<file path="config.mk">
export PLATFORM = sky130hd
export DESIGN_NAME = mem_req_initiator
export DESIGN_NICKNAME = d
export VERILOG_FILES = /design/src/rtl/mem_req_initiator.sv
export SDC_FILE = /design/constraint.sdc
export NUM_CORES = 1
export LEC_CHECK = 0
export CAP_MARGIN = 20
export CORE_MARGIN = 2
export CORE_UTILIZATION = 40
export DETAILED_ROUTE_END_ITERATION = 10
export PLACE_DENSITY_LB_ADDON = 0.25
export SKIP_CTS_REPAIR_TIMING = 1
export SLEW_MARGIN = 10
export SYNTH_ARGS = -nofsm -noshare
export SYNTH_HDL_FRONTEND = slang
export SYNTH_SLANG_ARGS = --single-unit
</file>
<file path="constraint.sdc">
create_clock -name clk -period 1.55 [get_ports clk]
set_input_delay 0.31 -clock clk [delete_from_list [all_inputs] [get_ports clk]]
set_output_delay 0.31 -clock clk [all_outputs]
set_load 0.005 [all_outputs]
</file>
<file path="src/rtl/mem_req_initiator.sv">
// Synchronous bus master for an asynchronous 4-phase req/ack memory port.
// Sequences address/data/write strobe/req and returns one registered response per command.
module mem_req_initiator #(
    parameter int DATA_WIDTH  = 8,
    parameter int ADDR_WIDTH  = 8,
    parameter int SYNC_STAGES = 2,
    parameter int TIMEOUT     = 16
) (
    input  logic                  clk,
    input  logic                  reset_n,
    input  logic                  cmd_valid,
    output logic                  cmd_ready,
    input  logic                  cmd_write,
    input  logic [ADDR_WIDTH-1:0] cmd_addr,
    input  logic [DATA_WIDTH-1:0] cmd_wdata,
    output logic                  rsp_valid,
    output logic [DATA_WIDTH-1:0] rsp_rdata,
    output logic                  rsp_error,
    output logic                  mem_write,
    output logic [ADDR_WIDTH-1:0] mem_write_address,
    output logic [ADDR_WIDTH-1:0] mem_read_address,
    output logic [DATA_WIDTH-1:0] mem_wdata,
    input  logic [DATA_WIDTH-1:0] mem_rdata,
    output logic                  mem_req,
    input  logic                  mem_ack
);

    localparam logic [2:0] IDLE  = 3'd0;
    localparam logic [2:0] SETUP = 3'd1;
    localparam logic [2:0] WSTB  = 3'd2;
    localparam logic [2:0] REQ   = 3'd3;
    localparam logic [2:0] REL   = 3'd4;
    localparam logic [2:0] RESP  = 3'd5;

    localparam int              CNT_W    = (TIMEOUT > 1) ? $clog2(TIMEOUT) : 1;
    localparam logic [CNT_W-1:0] CNT_LAST = CNT_W'(TIMEOUT - 1);

    logic [SYNC_STAGES-1:0] sync_q;
    logic                   ack_s;

    logic [2:0]            state_q, state_d;
    logic [CNT_W-1:0]      cnt_q, cnt_d;
    logic                  wr_q, wr_d;
    logic                  cmd_ready_q, cmd_ready_d;
    logic                  rsp_valid_q, rsp_valid_d;
    logic [DATA_WIDTH-1:0] rsp_rdata_q, rsp_rdata_d;
    logic                  rsp_error_q, rsp_error_d;
    logic                  mem_write_q, mem_write_d;
    logic                  mem_req_q, mem_req_d;
    logic [ADDR_WIDTH-1:0] waddr_q, waddr_d;
    logic [ADDR_WIDTH-1:0] raddr_q, raddr_d;
    logic [DATA_WIDTH-1:0] wdata_q, wdata_d;

    // mem_ack is fully asynchronous to clk; only ack_s is used by the FSM
    always_ff @(posedge clk or negedge reset_n) begin
        if (!reset_n) begin
            sync_q <= '0;
        end else begin
            sync_q <= {sync_q[SYNC_STAGES-2:0], mem_ack};
        end
    end

    assign ack_s = sync_q[SYNC_STAGES-1];

    always_comb begin
        state_d     = state_q;
        cnt_d       = cnt_q;
        wr_d        = wr_q;
        rsp_valid_d = 1'b0;
        rsp_rdata_d = rsp_rdata_q;
        rsp_error_d = rsp_error_q;
        mem_write_d = mem_write_q;
        mem_req_d   = mem_req_q;
        waddr_d     = waddr_q;
        raddr_d     = raddr_q;
        wdata_d     = wdata_q;

        case (state_q)
            IDLE: begin
                if (cmd_valid && cmd_ready_q) begin
                    state_d     = SETUP;
                    wr_d        = cmd_write;
                    waddr_d     = cmd_addr;
                    raddr_d     = cmd_addr;
                    wdata_d     = cmd_wdata;
                    mem_write_d = 1'b0;
                    mem_req_d   = 1'b0;
                end
            end
            SETUP: begin
                if (wr_q) begin
                    state_d     = WSTB;
                    mem_write_d = 1'b1;
                end else begin
                    state_d   = REQ;
                    mem_req_d = 1'b1;
                    cnt_d     = '0;
                end
            end
            WSTB: begin
                state_d   = REQ;
                mem_req_d = 1'b1;
                cnt_d     = '0;
            end
            REQ: begin
                // ack is tested before the timeout so a late-but-in-time ack still succeeds
                if (ack_s) begin
                    state_d     = REL;
                    mem_req_d   = 1'b0;
                    cnt_d       = '0;
                    rsp_rdata_d = wr_q ? '0 : mem_rdata;
                end else if (cnt_q == CNT_LAST) begin
                    state_d     = RESP;
                    mem_req_d   = 1'b0;
                    mem_write_d = 1'b0;
                    rsp_valid_d = 1'b1;
                    rsp_error_d = 1'b1;
                    rsp_rdata_d = '0;
                end else begin
                    cnt_d = cnt_q + CNT_W'(1);
                end
            end
            REL: begin
                if (!ack_s) begin
                    state_d     = RESP;
                    mem_write_d = 1'b0;
                    rsp_valid_d = 1'b1;
                    rsp_error_d = 1'b0;
                end else if (cnt_q == CNT_LAST) begin
                    state_d     = RESP;
                    mem_req_d   = 1'b0;
                    mem_write_d = 1'b0;
                    rsp_valid_d = 1'b1;
                    rsp_error_d = 1'b1;
                    rsp_rdata_d = '0;
                end else begin
                    cnt_d = cnt_q + CNT_W'(1);
                end
            end
            RESP: begin
                state_d = IDLE;
            end
            default: begin
                state_d = IDLE;
            end
        endcase

        // A stuck-high ack after an abort must fall before a new handshake may start
        cmd_ready_d = (state_d == IDLE) && !ack_s;
    end

    always_ff @(posedge clk or negedge reset_n) begin
        if (!reset_n) begin
            state_q     <= IDLE;
            cnt_q       <= '0;
            wr_q        <= 1'b0;
            cmd_ready_q <= 1'b0;
            rsp_valid_q <= 1'b0;
            rsp_rdata_q <= '0;
            rsp_error_q <= 1'b0;
            mem_write_q <= 1'b0;
            mem_req_q   <= 1'b0;
            waddr_q     <= '0;
            raddr_q     <= '0;
            wdata_q     <= '0;
        end else begin
            state_q     <= state_d;
            cnt_q       <= cnt_d;
            wr_q        <= wr_d;
            cmd_ready_q <= cmd_ready_d;
            rsp_valid_q <= rsp_valid_d;
            rsp_rdata_q <= rsp_rdata_d;
            rsp_error_q <= rsp_error_d;
            mem_write_q <= mem_write_d;
            mem_req_q   <= mem_req_d;
            waddr_q     <= waddr_d;
            raddr_q     <= raddr_d;
            wdata_q     <= wdata_d;
        end
    end

    assign cmd_ready         = cmd_ready_q;
    assign rsp_valid         = rsp_valid_q;
    assign rsp_rdata         = rsp_rdata_q;
    assign rsp_error         = rsp_error_q;
    assign mem_write         = mem_write_q;
    assign mem_req           = mem_req_q;
    assign mem_write_address = waddr_q;
    assign mem_read_address  = raddr_q;
    assign mem_wdata         = wdata_q;

endmodule

</file>
==> reports/metrics.yaml, run 1 <==
route:
  ant_nets: 0
  vias: 1566
  wire_per_inst_um: 15.3
  viasPerCell: 5.33
  drt_wl_total_mm: 4.49
  drt-initial-drc-count: 91
  first_pass_iters: 4
  drc_errors: 0
pwr:
  irDropWorstVdd_uv: 962
  pwr-share-clk_pct: 15.7
  p_comb_share_pct: 51.1
  power.density_mw_per_mm2: 1810
  switching_share_pct: 30.8
  p_int_mw: 3.58
  p_switching_mw: 1.59
  pwr-share-seq_pct: 33.3
  p_leak_nw: 1.24
floorplan:
  coreArea_mm2: 0.00435
  core.rowCount: 24
  die_w_um: 71.1
  initial_core_util_pct: 41.3
  die_h_um: 71.1
  ios: 66
  dieArea_mm2: 0.00505
yosys:
  yosys.area.top_type: "dfrtp_1"
  yosysSeqAreaShare_pct: 54.2
  yosysTopAreaCellShare_pct: 54.2
  yosys_warnings: 0
  synth_common_cells: "dfrtp_1 (39), mux2_2 (14), o21ai_0 (12)"
  synth_fp_nets: 183
  synth_edf_count: 0
  syn_area_mm2: 0.00180
  dominantRegCellSynth: "dfrtp_1"
  synth_cell_types: 39
  netlist_instances: 153
  yosys_register_bits: 39
  synth-async-reset-ratio_pct: 100
  synth.top_cells.by_area: "dfrtp_1 (54%), mux2_2 (8.8%), a22o_1 (3.9%)"
  syn_area_per_cell_um2: 11.8
  yosysMostFrequentCell: "dfrtp_1"
sta:
  setup_slack_ns: -0.0292
  min_period_ns: 1.58
  rsz0062_at_grt: "true"
  drv_slew: 0
  finalCritPeriodShare_pct: 102
  clock.fmax_mhz: 633
  setup_viol: 1
  holdWs_ns: 0.368
  max_slew.worst_pin.slew_ns: 0.383
  slew-limit-headroom_pct: 74.5
  fin_setup_tns_ns: -0.0292
  hold_violations: 0
  clock_skew_ns: 0.00758
global_route:
  grt_overflow: 0
  grtUsageTotal_pct: 17.8
  antenna_found_initial: 0
  grt_pass1_wl_mm: 6.98
  grt_pass1_vias: 1567
  grt_max_degree: 25
setup_path:
  worstPathCellList: "ha_2 > and3_4 > o311a_1 > o31ai_2 > o2bb2ai_1"
  worst_setup_path_start_kind: "flop"
  crit_fanout: 4
  critPathSlowestCell: "dfrtp_1"
  end_kind: "flop"
  crit_type: "flop to flop"
  cp_data_arrival_time_ns: 1.79
  crit_path_max_incr_delay_ns: 0.41
  cp_top_family: "compound AO/OA/AOI/OAI gates"
  required_ns: 1.76
  crit_buf_inv: 0
placement:
  port_buffers: 65
  dpl-instance-area_mm2: 0.00261
  dp_hpwl_mm: 3.16
  place_congestion: 0.786
clocking:
  clk_latency_ns: 0.29
  h-tree-depth: 2
  tritoncts: "built"
  cts_made_buffers: 5
  cts.sinks: 39
  clk_path_buf_depth: 2
  path_clk_slew_ns: 0.07
  root_buffer: "clkbuf_8"
worst_hold_path:
  min_path_type: "flop to flop"
run_status:
  violations: "setup timing"
  status: "finished with violations"
final_layout:
  synthToLayoutAreaGrowth_pct: 58.8
  num_antenna_cells: 0
  final_layout_size_suffix_gt1_share_pct: 28.5
  final_core_util_pct: 65.6
  fin_nets: 272
  design_area_mm2: 0.00286
flow_run:
  drv_cap: 0
-- final cells by class --
class / count / area [um2]
fill: 311 / 1500
sequential: 39 / 977
clock buffer: 6 / 72.6
inverter: 4 / 15.0
clock inverter: 1 / 30.0
timing repair buffer: 97 / 920
tap: 52 / 65.1
multi-input combinational: 95 / 778
-- per-stage QoR --
step           instances  total power [mW]  setup WS, ns
6_report             294              5.17       -0.0292
4_1_cts              286              4.94       -0.0445
3_5_place_dp         279              4.11       -0.0229
3_3_place_gp         279              4.05        0.0255
5_1_grt              294              5.50       -0.0586
2_1_floorplan        153              2.87        0.0193
-- cell usage in the layout, fill, tap and decap left out, types with 2 or more instances in the layout --
cell              n
mux2_2           14
buf_4            28
nor2_1            5
mux2_1            3
a21oi_1           5
nand2_1           7
o22ai_1           2
clkdlybuf4s50_1  63
nor2_4            2
clkbuf_8          5
nand3_2           2
nor2b_1           2
a32o_1            2
a22oi_1           2
o21a_1            6
dfrtp_1          38
buf_12            2
inv_1             4
o21ai_0          10
nand3_1           2
a22o_1            8
o21ai_1           2
nand3b_1          2
-- registers in the layout, indices dropped and copies added (netlist names) --
register,cells
mem_read_address,8
mem_wdata,8
rsp_rdata,8
cnt_q,4
state_q,3
sync_q,2
cmd_ready,1
mem_req,1
mem_write,1
rsp_error,1
rsp_valid,1
wr_q,1
-- metal layers --
layer | GRT usage (%) | up-vias | share of wire, %
met4 | 7.55 | 0 | 2.2
met3 | 6.13 | 10 | 5.6
li1 | - | 727 | -
met2 | 29.4 | 57 | 50
met5 | 0 | - | 0
met1 | 21.2 | 772 | 42
-- worst paths after layout --
path | start | endpoint | slack (ns) | cells after the start
min in group asynchronous | reset_n | cnt_q[3] | 0.47 | 2
min | sync_q[0] | sync_q[1] | 0.37 | 0
max | cnt_q[0] | mem_req | -0.03 | 5
max in group asynchronous | reset_n | state_q[0] | 0.62 | 3
max reg2reg | cnt_q[0] | mem_req | -0.03 | 5
min reg2reg | sync_q[0] | sync_q[1] | 0.37 | 0
-- cells by family (layout without fill, tap and decap cells) --
family	count (synthesis)	after routing	share of synthesized area [%]
simple gates	33	33	10.5
mux	17	17	10.6
flops	39	39	54.2
fa+ha+maj	1	1	0.695
compound gates	44	44	17.4
buf+inv	19	108	6.54
-- worst reg2reg max path: cells and delay by family, from the launching register on --
kind            cells  cell delay [ns]
simple gates        1             0.20
fa+ha+maj           1             0.20
flops               1             0.41
compound gates      3             0.70
-- power groups by stage --
stage / combinational, mW / sequential (mW) / clock (mW)
after floorplan: 1.16 / 1.71 / 0
after global placement: 2.33 / 1.71 / 0
after detailed placement: 2.39 / 1.72 / 0
after CTS: 2.39 / 1.72 / 0.824
after global routing: 2.83 / 1.79 / 0.881
final: 2.64 / 1.72 / 0.810
No activity file was read; power rests on OpenSTA's default activity.
==> run 2, diff against run 1 <==
--- a/config.mk
+++ b/config.mk
@@ -6,7 +6,7 @@
 export NUM_CORES = 1
 export LEC_CHECK = 0
 export CAP_MARGIN = 20
-export CORE_MARGIN = 2
+export CORE_MARGIN = 1.5
 export CORE_UTILIZATION = 40
 export DETAILED_ROUTE_END_ITERATION = 10
 export PLACE_DENSITY_LB_ADDON = 0.25
==> run 2 against run 1 <==
Against the previous run: the flow now finishes without violations; sequential power about the same; combinational power about the same; final cell count unchanged; sequential share of layout area increased by 0.27 points; power decreased by 1.4%; worst setup slack improved by 0.070 ns; register-to-register slack improved by 0.07 ns; critical path type unchanged; critical endpoint is now rsp_rdata[5]; largest cell class unchanged.
==> reports/metrics.yaml, run 2 (same netlist as run 1, synthesis figures left out) <==
floorplan:
  initial_core_util_pct: 41.3  # unchanged
  core.rowCount: 24  # unchanged
  dieArea_mm2: 0.00491  # was 0.00505 mm2
  die_h_um: 70.1  # was 71.1 um
  ios: 66  # unchanged
  die_w_um: 70.1  # was 71.1 um
  coreArea_mm2: 0.00435  # unchanged
global_route:
  grt_max_degree: 23  # was 25
  grtUsageTotal_pct: 18.4  # was 17.8%
  met2_usage_pct: 30.9  # was 29.4%
  grt_overflow: 0  # unchanged
  grtUsageMet3_pct: 5.63  # was 6.13%
  use_met1_pct: 22.6  # was 21.2%
  antenna_found_initial: 0  # unchanged
  grt-busiest-layer: "met2"  # unchanged
  grt_pass1_wl_mm: 7.31  # was 6.98 mm
  grt_pass1_vias: 1632  # was 1567
setup_path:
  rr_startpoint: "state_q[1]"  # was cnt_q[0]
  reg2reg_slack_ns: 0.04  # was -0.03 ns
  crit_fanout: 8  # was 4
  r2r-end: "rsp_rdata[5]"  # was mem_req
  cp_data_arrival_time_ns: 1.68  # was 1.79 ns
  crit_type: "flop to flop"  # unchanged
  required_ns: 1.72  # was 1.76 ns
  rr_worst_depth: 5  # unchanged
  worst_setup_path_start_kind: "flop"  # unchanged
  end_kind: "flop"  # unchanged
clocking:
  tritoncts: "built"  # unchanged
  h-tree-depth: 2  # unchanged
  clk_latency_ns: 0.29  # about the same
  cts.sinks: 39  # unchanged
  clk_path_buf_depth: 2  # unchanged
  path_clk_slew_ns: 0.08  # was 0.07 ns
  cts_made_buffers: 5  # unchanged
  root_buffer: "clkbuf_8"  # unchanged
final_layout:
  fillers: 333  # was 311
  design_area_mm2: 0.00283  # was 0.00286 mm2
  stdcell_count: 294  # unchanged
  final_layout_size_suffix_gt1_share_pct: 27.3  # was 28.5%
  synthToLayoutAreaGrowth_pct: 57.4  # was 58.8%
  final_cell_mix: "clkdlybuf4s50_1 (63), dfrtp_1 (39), buf_4 (25)"  # was clkdlybuf4s50_1 (63), dfrtp_1 (38), buf_4 (28)
  num_antenna_cells: 0  # unchanged
  final_common_cell: "clkdlybuf4s50_1"  # unchanged
  regArea_um2: 976  # was 977 um2
  final_core_util_pct: 65.0  # was 65.6%
  multi_input_area_um2: 752  # was 778 um2
  fin_nets: 271  # was 272
route:
  drc_errors: 0  # unchanged
  drt_wl_total_mm: 4.35  # was 4.49 mm
  ant_nets: 0  # unchanged
  wire_per_inst_um: 14.8  # was 15.3 um
  drt-initial-drc-count: 63  # was 91
  vias: 1564  # was 1566
  viasPerCell: 5.32  # was 5.33
  first_pass_iters: 4  # unchanged
sta:
  hold_violations: 0  # unchanged
  clock.fmax_mhz: 663  # was 633 MHz
  slew-limit-headroom_pct: 69.9  # was 74.5%
  drv_slew: 0  # unchanged
  max_slew.worst_pin.slew_ns: 0.452  # was 0.383 ns
  clock_skew_ns: 0.00424  # was 0.00758 ns
  finalCritPeriodShare_pct: 97.4  # was 102%
  setup_viol: 0  # was 1
  setup_slack_ns: 0.0410  # was -0.0292 ns
  min_period_ns: 1.51  # was 1.58 ns
placement:
  placed_cells: 280  # was 279
  dp_hpwl_mm: 3.28  # was 3.16 mm
  post-place-ws_ns: -0.0405  # was -0.0229 ns
  place_congestion: 0.846  # was 0.786
  dpl-instance-area_mm2: 0.00262  # was 0.00261 mm2
  port_buffers: 65  # unchanged
pwr:
  irDropWorstVdd_uv: 878  # was 962 uV
  power.density_mw_per_mm2: 1800  # was 1810 mW/mm2
  p_leak_nw: 1.23  # was 1.24 nW
worst_hold_path:
  worstHoldStart: "sync_q[0]"  # unchanged
  whs_path_depth: 0  # unchanged
  min_to: "sync_q[1]"  # unchanged
  min_path_type: "flop to flop"  # unchanged
run_status:
  status: "complete, no violations"  # was finished with violations
flow_run:
  drv_cap: 0  # unchanged
## run 2: cell type report
| cell class | count | share of cell area, % |
|---|---|---|
| clock inverters | 1 | 0.265 |
| inverters | 4 | 0.530 |
| multi-input cells | 95 | 26.6 |
| well taps | 52 | 2.30 |
| flip-flops and latches | 39 | 34.5 |
| repair buffers | 96 | 32.5 |
| clock buffers | 7 | 3.40 |
## run 2: how the worst max path moves through the flow
stage                from      endpoint  slack [ns]  cells after the start
6_report       state_q[1]  rsp_rdata[5]        0.04                      5
5_1_grt        state_q[1]  rsp_rdata[5]       -0.01                      5
4_1_cts        state_q[0]  rsp_rdata[4]       -0.04                      5
3_5_place_dp   state_q[0]  rsp_rdata[4]       -0.04                      5
3_3_place_gp   state_q[0]  rsp_rdata[3]       0.006                      5
2_1_floorplan  state_q[1]          wr_q        0.02                      5
## run 2: metal layers
layer	vias to the layer above	part of all wire [%]
met3	8	6.4
met2	60	51
li1	731	-
met1	765	41
met5	-	0
met4	0	1.7
## run 2: through the flow
step                      power, mW  TNS [ns]  hold slack [ns]
final                          5.10         0            0.350
after global routing           5.43   -0.0337            0.370
after CTS                      4.95    -0.392          -0.0364
after detailed placement       4.17    -0.265            0.275
after global placement         4.07         0            0.268
after floorplan                2.87         0           0.0144
## run 2: worst max-delay path, cell delays in order (launching register included)
cell and delay (ns):
dfrtp_1 0.39, or3b_4 0.44, nor2_4 0.11, a2bb2oi_2 0.06
buf_4 0.16, a22o_1 0.23
## run 2: where the power goes
| part | switching (mW) | internal, mW |
|---|---|---|
| clock | 0.346 | 0.405 |
| sequential | 0.270 | 1.42 |
| combinational | 0.969 | 1.68 |
| total | 1.59 | 3.51 |
